[config.mk]
export PLATFORM = sky130hd
export DESIGN_NAME = priority_index_buffer
export DESIGN_NICKNAME = d
export VERILOG_FILES = /design/src/rtl/priority_index_buffer.sv
export SDC_FILE = /design/constraint.sdc
export NUM_CORES = 1
export LEC_CHECK = 0
export BUFFER_PORTS_ARGS = -buffer_cell sky130_fd_sc_hd__buf_2
export CORE_MARGIN = 4
export CORE_UTILIZATION = 60
export DETAILED_ROUTE_END_ITERATION = 12
export PLACE_DENSITY = 0.85
export SYNTH_ARGS = -nofsm -noshare
export SYNTH_HDL_FRONTEND = slang
export SYNTH_SLANG_ARGS = --single-unit
[constraint.sdc]
create_clock -name clk_i -period 3.28 [get_ports clk_i]
set_clock_uncertainty 0.05 [all_clocks]
set_input_delay 0.656 -clock clk_i [delete_from_list [all_inputs] [get_ports clk_i]]
set_output_delay 0.656 -clock clk_i [all_outputs]
set_load 0.02 [all_outputs]
[src/rtl/priority_index_buffer.sv]
// Converts one-hot left/right encoder words to bit indices with zero/err qualifiers, buffered in a show-ahead FIFO.
// Latency: input sampled at edge k is written at edge k+1 and shows on the outputs after k+1 (no empty bypass).
// Backpressure: valid/ready on the output side only; stage entries that find the FIFO full are dropped and flagged in overflow_o.
// Optional: define PRIORITY_INDEX_BUFFER_SPAN_EN to store span = left_idx - right_idx per entry (else span_o = 0).
module priority_index_buffer #(
    parameter int WIDTH = 16,
    parameter int DEPTH = 4,
    localparam int IDX_W = $clog2(WIDTH),
    localparam int CNT_W = $clog2(DEPTH) + 1
) (
    input  logic             clk_i,
    input  logic             arst_i,
    input  logic [WIDTH-1:0] data_left_i,
    input  logic [WIDTH-1:0] data_right_i,
    input  logic             data_val_i,
    output logic [IDX_W-1:0] left_idx_o,
    output logic [IDX_W-1:0] right_idx_o,
    output logic [IDX_W-1:0] span_o,
    output logic             zero_o,
    output logic             err_o,
    output logic             data_val_o,
    input  logic             data_ready_i,
    output logic             full_o,
    output logic             empty_o,
    output logic [CNT_W-1:0] usedw_o,
    output logic             overflow_o,
    input  logic             ovf_clr_i
);

    localparam int PTR_W = $clog2(DEPTH);

    // Conversion results for the current input words
    logic [IDX_W-1:0] w_left_idx;
    logic [IDX_W-1:0] w_right_idx;
    logic             w_left_seen;
    logic             w_left_multi;
    logic             w_right_seen;
    logic             w_right_multi;
    logic             w_zero;
    logic             w_err;

    // Stage register
    logic             r_stg_vld;
    logic [IDX_W-1:0] r_stg_left;
    logic [IDX_W-1:0] r_stg_right;
    logic             r_stg_zero;
    logic             r_stg_err;

    // FIFO storage and control
    logic [IDX_W-1:0] r_mem_left  [DEPTH];
    logic [IDX_W-1:0] r_mem_right [DEPTH];
    logic             r_mem_zero  [DEPTH];
    logic             r_mem_err   [DEPTH];
    logic [PTR_W-1:0] r_wr_ptr;
    logic [PTR_W-1:0] r_rd_ptr;
    logic [CNT_W-1:0] r_cnt;
    logic             r_ovf;

    logic             w_full;
    logic             w_empty;
    logic             w_rd;
    logic             w_wr;
    logic             w_drop;

`ifdef PRIORITY_INDEX_BUFFER_SPAN_EN
    logic [IDX_W-1:0] w_span;
    logic [IDX_W-1:0] r_stg_span;
    logic [IDX_W-1:0] r_mem_span [DEPTH];

    // Span wraps modulo 2^IDX_W; only meaningful for clean (non-zero, non-err) words
    assign w_span = w_left_idx - w_right_idx;
`endif

    // Highest set bit of left, lowest set bit of right, and multi-hot detection
    always_comb begin
        w_left_idx    = '0;
        w_right_idx   = '0;
        w_left_seen   = 1'b0;
        w_left_multi  = 1'b0;
        w_right_seen  = 1'b0;
        w_right_multi = 1'b0;
        // Ascending scan: the last hit is the highest set bit
        for (int i = 0; i < WIDTH; i++) begin
            if (data_left_i[i]) begin
                w_left_idx = IDX_W'(i);
                if (w_left_seen) w_left_multi = 1'b1;
                w_left_seen = 1'b1;
            end
        end
        // Descending scan: the last hit is the lowest set bit
        for (int i = WIDTH - 1; i >= 0; i--) begin
            if (data_right_i[i]) begin
                w_right_idx = IDX_W'(i);
                if (w_right_seen) w_right_multi = 1'b1;
                w_right_seen = 1'b1;
            end
        end
        w_zero = ~w_left_seen & ~w_right_seen;
        w_err  = w_left_multi | w_right_multi;
    end

    // Stage 1: capture converted fields whenever the input is valid
    always_ff @(posedge clk_i or posedge arst_i) begin
        if (arst_i) begin
            r_stg_vld   <= 1'b0;
            r_stg_left  <= '0;
            r_stg_right <= '0;
            r_stg_zero  <= 1'b0;
            r_stg_err   <= 1'b0;
`ifdef PRIORITY_INDEX_BUFFER_SPAN_EN
            r_stg_span  <= '0;
`endif
        end else begin
            r_stg_vld <= data_val_i;
            if (data_val_i) begin
                r_stg_left  <= w_left_idx;
                r_stg_right <= w_right_idx;
                r_stg_zero  <= w_zero;
                r_stg_err   <= w_err;
`ifdef PRIORITY_INDEX_BUFFER_SPAN_EN
                r_stg_span  <= w_span;
`endif
            end
        end
    end

    // Occupancy flags come from the count so a wrapped pointer pair is never ambiguous
    assign w_full  = (r_cnt == CNT_W'(DEPTH));
    assign w_empty = (r_cnt == '0);
    assign w_rd    = ~w_empty & data_ready_i;
    assign w_wr    = r_stg_vld & (~w_full | w_rd);
    assign w_drop  = r_stg_vld & ~w_wr;

    // Stage 2: FIFO storage write
    always_ff @(posedge clk_i or posedge arst_i) begin
        if (arst_i) begin
            for (int i = 0; i < DEPTH; i++) begin
                r_mem_left[i]  <= '0;
                r_mem_right[i] <= '0;
                r_mem_zero[i]  <= 1'b0;
                r_mem_err[i]   <= 1'b0;
`ifdef PRIORITY_INDEX_BUFFER_SPAN_EN
                r_mem_span[i]  <= '0;
`endif
            end
        end else if (w_wr) begin
            r_mem_left[r_wr_ptr]  <= r_stg_left;
            r_mem_right[r_wr_ptr] <= r_stg_right;
            r_mem_zero[r_wr_ptr]  <= r_stg_zero;
            r_mem_err[r_wr_ptr]   <= r_stg_err;
`ifdef PRIORITY_INDEX_BUFFER_SPAN_EN
            r_mem_span[r_wr_ptr]  <= r_stg_span;
`endif
        end
    end

    // Pointers wrap naturally modulo DEPTH; count tracks net push/pop
    always_ff @(posedge clk_i or posedge arst_i) begin
        if (arst_i) begin
            r_wr_ptr <= '0;
            r_rd_ptr <= '0;
            r_cnt    <= '0;
        end else begin
            if (w_wr) r_wr_ptr <= r_wr_ptr + PTR_W'(1);
            if (w_rd) r_rd_ptr <= r_rd_ptr + PTR_W'(1);
            case ({w_wr, w_rd})
                2'b10:   r_cnt <= r_cnt + CNT_W'(1);
                2'b01:   r_cnt <= r_cnt - CNT_W'(1);
                default: r_cnt <= r_cnt;
            endcase
        end
    end

    // Sticky overflow; a drop on the same edge as a clear keeps it set
    always_ff @(posedge clk_i or posedge arst_i) begin
        if (arst_i) begin
            r_ovf <= 1'b0;
        end else if (w_drop) begin
            r_ovf <= 1'b1;
        end else if (ovf_clr_i) begin
            r_ovf <= 1'b0;
        end
    end

    // Show-ahead outputs, forced to zero while the FIFO is empty
    assign data_val_o  = ~w_empty;
    assign left_idx_o  = w_empty ? '0   : r_mem_left[r_rd_ptr];
    assign right_idx_o = w_empty ? '0   : r_mem_right[r_rd_ptr];
    assign zero_o      = w_empty ? 1'b0 : r_mem_zero[r_rd_ptr];
    assign err_o       = w_empty ? 1'b0 : r_mem_err[r_rd_ptr];
`ifdef PRIORITY_INDEX_BUFFER_SPAN_EN
    assign span_o      = w_empty ? '0   : r_mem_span[r_rd_ptr];
`else
    assign span_o      = '0;
`endif
    assign full_o      = w_full;
    assign empty_o     = w_empty;
    assign usedw_o     = r_cnt;
    assign overflow_o  = r_ovf;

endmodule
==> Word-level counts from Yosys, hierarchy flattened <==
Index checks and enable logic that the tools add are counted.
{ "totals": {"regBits": 59, "latchBits": 0, "mem_bits_rw": 0, "romBits": 0, "elab_cells": 202, "n_memories": 0} }
{ "op_classes": {"add_sub_neg": 4, "mul": 0, "div_mod_pow": 0, "order_cmp": 3, "eq_ne": 3, "shift": 0, "mux": 150, "bitwise_logic": 13, "reduce_logical": 4} }
{ "op_table": {"columns": ["operator", "count"], "rows": [
  ["$mux W4", 37],
  ["$mux W1", 102],
  ["$bwmux W16", 2],
  ["$bmux W4 S2", 2],
  ["$bwmux W4", 2],
  ["$demux W4 S2", 1],
  ["$ge A3 B3 Y1 const B", 2],
  ["$not A2 Y3", 2],
  ["$pmux W3 S2", 1],
  ["$not A1 Y1", 5],
  ["$add A2 B1 Y2 const B", 2],
  ["$and A1 B1 Y1", 4],
  ["$bmux W1 S2", 2],
  ["$reduce_bool A2 Y1", 2],
  ["$add A3 B1 Y3 const B", 1],
  ["$eq A3 B3 Y1 const B", 1],
  ["$logic_not A3 Y1", 1],
  ["$lt A3 B1 Y1 const B", 1],
  ["$sub A3 B1 Y3 const B", 1],
  ["$demux W1 S2", 1],
  ["$eq A2 B1 Y1 const B", 1],
  ["$eq A2 B2 Y1 const B", 1],
  ["$or A1 B1 Y1", 2],
  ["$logic_and A1 B1 Y1", 1]
]} }

==> Depth between registers and ports, before layout <==
{ "depth": {"word_depth": 32, "mapped_depth": 8, "mapped_depth_nobuf": 7} }

==> Worst setup path after synthesis <==
OpenSTA, ideal clock, no wires.
{ "synth_path": {"path_kind": "reg2reg", "from": "register r_cnt[0], in the netlist usedw_o[0]", "to": "register r_cnt[1], in the netlist usedw_o[1]", "setup_ns": 0.079, "arrival_time_ns": 2.142, "path_slack_ns": 1.008, "stages_incl_launch_ff": 8, "path_buffers": 1, "synth_period_minus_slack_ns": 2.272, "cell_sequence": "dfrtp_1 -> or3_1 -> clkbuf_1 -> nand2_1 -> fa_1 -> nor3_1 -> o21ai_0 -> a2bb2oi_1"} }
{ "synth_between": {"elab_chain_cells": 7, "elab_cells_between_ends": 13} }
{ "synth_lines": {"columns": ["item", "line_no", "rtl"], "rows": [
  ["from (decl)", "56", "logic [CNT_W-1:0] r_cnt;"],
  ["from (signal assigned)", "167", "2'b10: r_cnt <= r_cnt + CNT_W'(1);"],
  ["from (signal assigned)", "168", "2'b01: r_cnt <= r_cnt - CNT_W'(1);"],
  ["from (signal assigned)", "169", "default: r_cnt <= r_cnt;"],
  ["$logic_not A3 Y1 *", "129", "assign w_empty = (r_cnt == '0);"],
  ["$not A1 Y1 *", null, null],
  ["net data_val_o", "21", "output logic data_val_o,"],
  ["$and A1 B1 Y1 *", "130", "assign w_rd = ~w_empty & data_ready_i;"],
  ["$or A1 B1 Y1", "131", "assign w_wr = r_stg_vld & (~w_full | w_rd);"],
  ["$and A1 B1 Y1", "131", null],
  ["$eq A2 B1 Y1 / $eq A2 B2 Y1 (equally long branches)", "166", "case ({w_wr, w_rd})"],
  ["$pmux W3 S2 / $reduce_bool A2 Y1 (equally long branches)", null, null]
]} }
Mark *: on every way through the listed nets, which the timed path passes. The rest lies on a longest branch.
A chain may end at the register's enable or synchronous reset.

==> Worst setup path after layout <==
{ "layout_path": {"from": "register r_rd_ptr[0]", "to": "output port err_o"} }
{ "layout_between": {"elab_chain_cells": 5} }
{ "layout_lines": {"columns": ["item", "line_no", "rtl"], "rows": [
  ["from (decl)", "55", "logic [PTR_W-1:0] r_rd_ptr;"],
  ["from (signal assigned)", "165", "if (w_rd) r_rd_ptr <= r_rd_ptr + PTR_W'(1);"],
  ["$not A2 Y3 (implied by the code)", "190", "assign err_o = w_empty ? 1'b0 : r_mem_err[r_rd_ptr];"],
  ["$bmux W1 S2", "190", null],
  ["$mux W1 (implied by the code) (2 in series)", "190", null],
  ["$mux W1", "190", null],
  ["to (decl)", "20", "output logic err_o,"]
]} }
No other way between the ends. The select of a mux whose other input is x is not followed.

==> flow_metrics.py <==
metrics = {
    "status": {
        "status": "complete, no violations",
    },
    "setup_path": {
        "cpPeakStageDelay_ns": 0.80,
        "worstSetupPathType": "reg -> out",
        "critPathMaxFanout": 12,
        "critPathBufInv": 1,
        "cp-end-kind": "output pin",
        "worstPathCellList": "mux4_2 > and2_1 > buf_2",
        "cpMaxStageDelayCell": "dfrtp_1",
        "crit_family": "flip-flops",
        "cp-start-kind": "flop",
        "arrival_ns": 2.07,
        "worstPathRequired_ns": 2.57,
    },
    "routing": {
        "vias": 2596,
        "dr.pass1.iters": 4,
        "first_iter_violations": 198,
        "drcViolationCount": 0,
        "totalWireLength_um": 7270,
        "drtAntennaViolNets": 0,
        "viasPerCell": 5.85,
        "wl_per_cell_um": 16.4,
    },
    "logic_synthesis": {
        "syn-instance-count": 315,
        "syn-mean-instance-area_um2": 10.1,
        "seq_area_frac_synth_pct": 46.2,
        "yosys.cell_types.count": 49,
        "synth_edf_count": 0,
        "ys_ff_latch": 59,
        "synthAdderAreaFrac_pct": 2.82,
        "synthSimpleGateAreaFrac_pct": 16.1,
        "syn-cell-area_um2": 3200,
        "synth_mux_area_share_pct": 15.5,
        "synth_compound_area_share_pct": 13.1,
        "synth_top_family_by_area": "simple AND/OR/NAND/NOR gates",
        "ys_async_sr_fraction_pct": 100,
        "ys.flop_type": "dfrtp_1",
        "synth_xor_area_share_pct": 1.37,
        "yosys_warnings": 0,
    },
    "pwr": {
        "powerDensity_nw_per_um2": 757,
        "vdd_ir_drop_max_uv": 335,
        "power_leakage_nw": 1.57,
    },
    "floorplan": {
        "die_y_um": 81.0,
        "ioPinCount": 58,
        "die-area_um2": 6560,
        "fp-row-count": 26,
        "fp.dieW_um": 81.0,
        "core-area_um2": 5140,
        "start_util_pct": 62.2,
    },
    "global_route": {
        "overflow": 0,
        "antenna_found_initial": 0,
        "grt_pass1_vias": 2540,
        "grt_use_total_pct": 24.4,
        "grt_pass1_wl_um": 12000,
        "grt_max_degree": 26,
    },
    "clocking": {
        "path_clk_slew_ns": 0.07,
        "cts_tree": "done",
        "cts_buffers": 9,
        "postCtsHoldBufs": 0,
        "clock-sinks": 59,
        "clock_latency_ns": 0.34,
        "cts-root-buf": "clkbuf_8",
        "cts_buffer_depth": 2,
        "ctsResizeCount": 0,
        "post_cts_buffers": 0,
        "h-tree-depth": 3,
    },
    "placed_design": {
        "port_buffers": 53,
        "dp_hpwl_um": 5140,
        "dpl.cell_count": 428,
        "place.gp.congestion": 0.968,
        "dp_worst_setup_slack_ns": 0.807,
    },
    "sta": {
        "finalCritPeriodShare_pct": 84.5,
        "worst_slack_ns": 0.508,
        "grt_setup_unrepaired": "false",
        "finalSetupViolCount": 0,
        "timing.fmax_ghz": 0.361,
        "min_period_ns": 2.77,
        "worst_slew_pin_slew_ns": 0.713,
        "whs_ns": 0.291,
        "tns_ns": 0,
        "relSlewSlack_pct": 52.5,
        "hold_violations": 0,
        "final-max-slew-violation-count": 0,
    },
    "cells_and_area": {
        "layout_common_cells": "59 x dfrtp_1, 53 x buf_2, 32 x nand2_1, 31 x nor2_1, 26 x o21ai_0",
        "areaGrowthSynthToFinish_pct": 15.5,
        "instances_no_fill": 444,
        "num_antenna_cells": 0,
        "fill_cells": 405,
        "mostFrequentLayoutCell": "dfrtp_1",
        "nNetsFinal": 411,
        "drive_above_1_share_pct": 29.1,
    },
    "job": {
        "max_cap_viol_count": 0,
    },
    "min_path": {
        "hold_path.class": "in -> async",
    },
}
## routing by layer
metal | up-vias | part of all wire [%] | routed length, µm | track usage [%]
met3 | 13 | 5.8 | 421 | 6.10
met1 | 1266 | 41 | 2980 | 29.6
met2 | 90 | 51 | 3710 | 41.7
met5 | - | 0 | 0 | 0
met4 | 0 | 2.1 | 150 | 10.1
li1 | 1227 | - | - | -
## synth_stat cells, types with 2 or more instances
library cell | count | area [µm²]
dfrtp_1 | 59 | 1480
nand2_1 | 32 | 120
nor2_1 | 31 | 116
o21ai_0 | 26 | 130
mux2_2 | 24 | 270
inv_1 | 20 | 75.1
and2_1 | 11 | 68.8
a21oi_1 | 10 | 50.1
mux4_2 | 10 | 225
nor3_1 | 9 | 45.0
a22oi_1 | 7 | 52.6
buf_2 | 5 | 25.0
clkbuf_1 | 5 | 18.8
nor4_1 | 5 | 31.3
buf_4 | 4 | 30.0
ha_1 | 4 | 50.1
nand2b_1 | 4 | 25.0
xnor2_1 | 4 | 35.0
a31oi_1 | 3 | 18.8
nand3_1 | 3 | 15.0
o21bai_1 | 3 | 22.5
o22ai_1 | 3 | 18.8
and3_1 | 2 | 12.5
maj3_1 | 2 | 20.0
nand4_1 | 2 | 12.5
nor2b_1 | 2 | 12.5
o21a_1 | 2 | 15.0
o31ai_1 | 2 | 15.0
## through the flow
| stage | cell area, µm² | util, % | power (mW) |
|---|---|---|---|
| after CTS | 3690 | 71.8 | 2.81 |
| after floorplan | 3210 | - | 1.84 |
| after global routing | 3690 | 71.8 | 2.96 |
| after detailed placement | 3500 | 68.0 | 2.15 |
| after global placement | 3500 | 68.0 | 2.09 |
| final | 3690 | 71.8 | 2.79 |
## flip-flops by register name, summed over array words and instances (netlist names)
name / flops
r_mem_left: 16
r_mem_right: 16
r_mem_err: 4
r_mem_zero: 4
r_stg_left: 4
r_stg_right: 4
usedw_o: 3
r_rd_ptr: 2
r_wr_ptr: 2
overflow_o: 1
r_stg_err: 1
r_stg_vld: 1
r_stg_zero: 1
## final timing paths
| kind | slack, ns | endpoint | startpoint | cells after the start |
|---|---|---|---|---|
| max | 0.51 | err_o | r_rd_ptr[0]$_DFFE_PP0P_ | 3 |
| max in group asynchronous | 2.21 | r_mem_zero[2]$_DFFE_PP0P_ | arst_i | 3 |
| max reg2reg | 1.02 | usedw_o[1]$_DFFE_PP0P_ | usedw_o[0]$_DFFE_PP0P_ | 6 |
| min in group clk_i | 0.44 | r_mem_right[11]$_DFFE_PP0P_ | r_mem_right[11]$_DFFE_PP0P_ | 2 |
| min | 0.29 | r_mem_left[1]$_DFFE_PP0P_ | arst_i | 2 |
| min reg2reg | 0.44 | r_mem_right[11]$_DFFE_PP0P_ | r_mem_right[11]$_DFFE_PP0P_ | 2 |
## layout make-up
type | count | area [µm²] | area share (%)
Clock buffer | 10 | 138 | 3.73
Clock inverter | 6 | 55.1 | 1.49
Inverter | 20 | 75.1 | 2.03
Multi-Input combinational cell | 224 | 1580 | 42.8
Sequential cell | 59 | 1480 | 40.0
Tap cell | 70 | 87.6 | 2.37
Timing Repair Buffer | 55 | 280 | 7.60
## power by group
part	leakage, nW	internal, mW	switching, mW
Sequential	0.683	0.920	0.199
Combinational	0.785	0.481	0.549
Clock	0.106	0.364	0.282
## logic make-up after synthesis
| family | after synthesis |
|---|---|
| buf+inv | 35 |
| xor+xnor | 5 |
| mux | 34 |
| simple gates | 107 |
| other cells | 1 |
| compound gates | 67 |
| flops | 59 |
| fa+ha+maj | 7 |
Note: power is estimated with default switching activity, not from simulation.
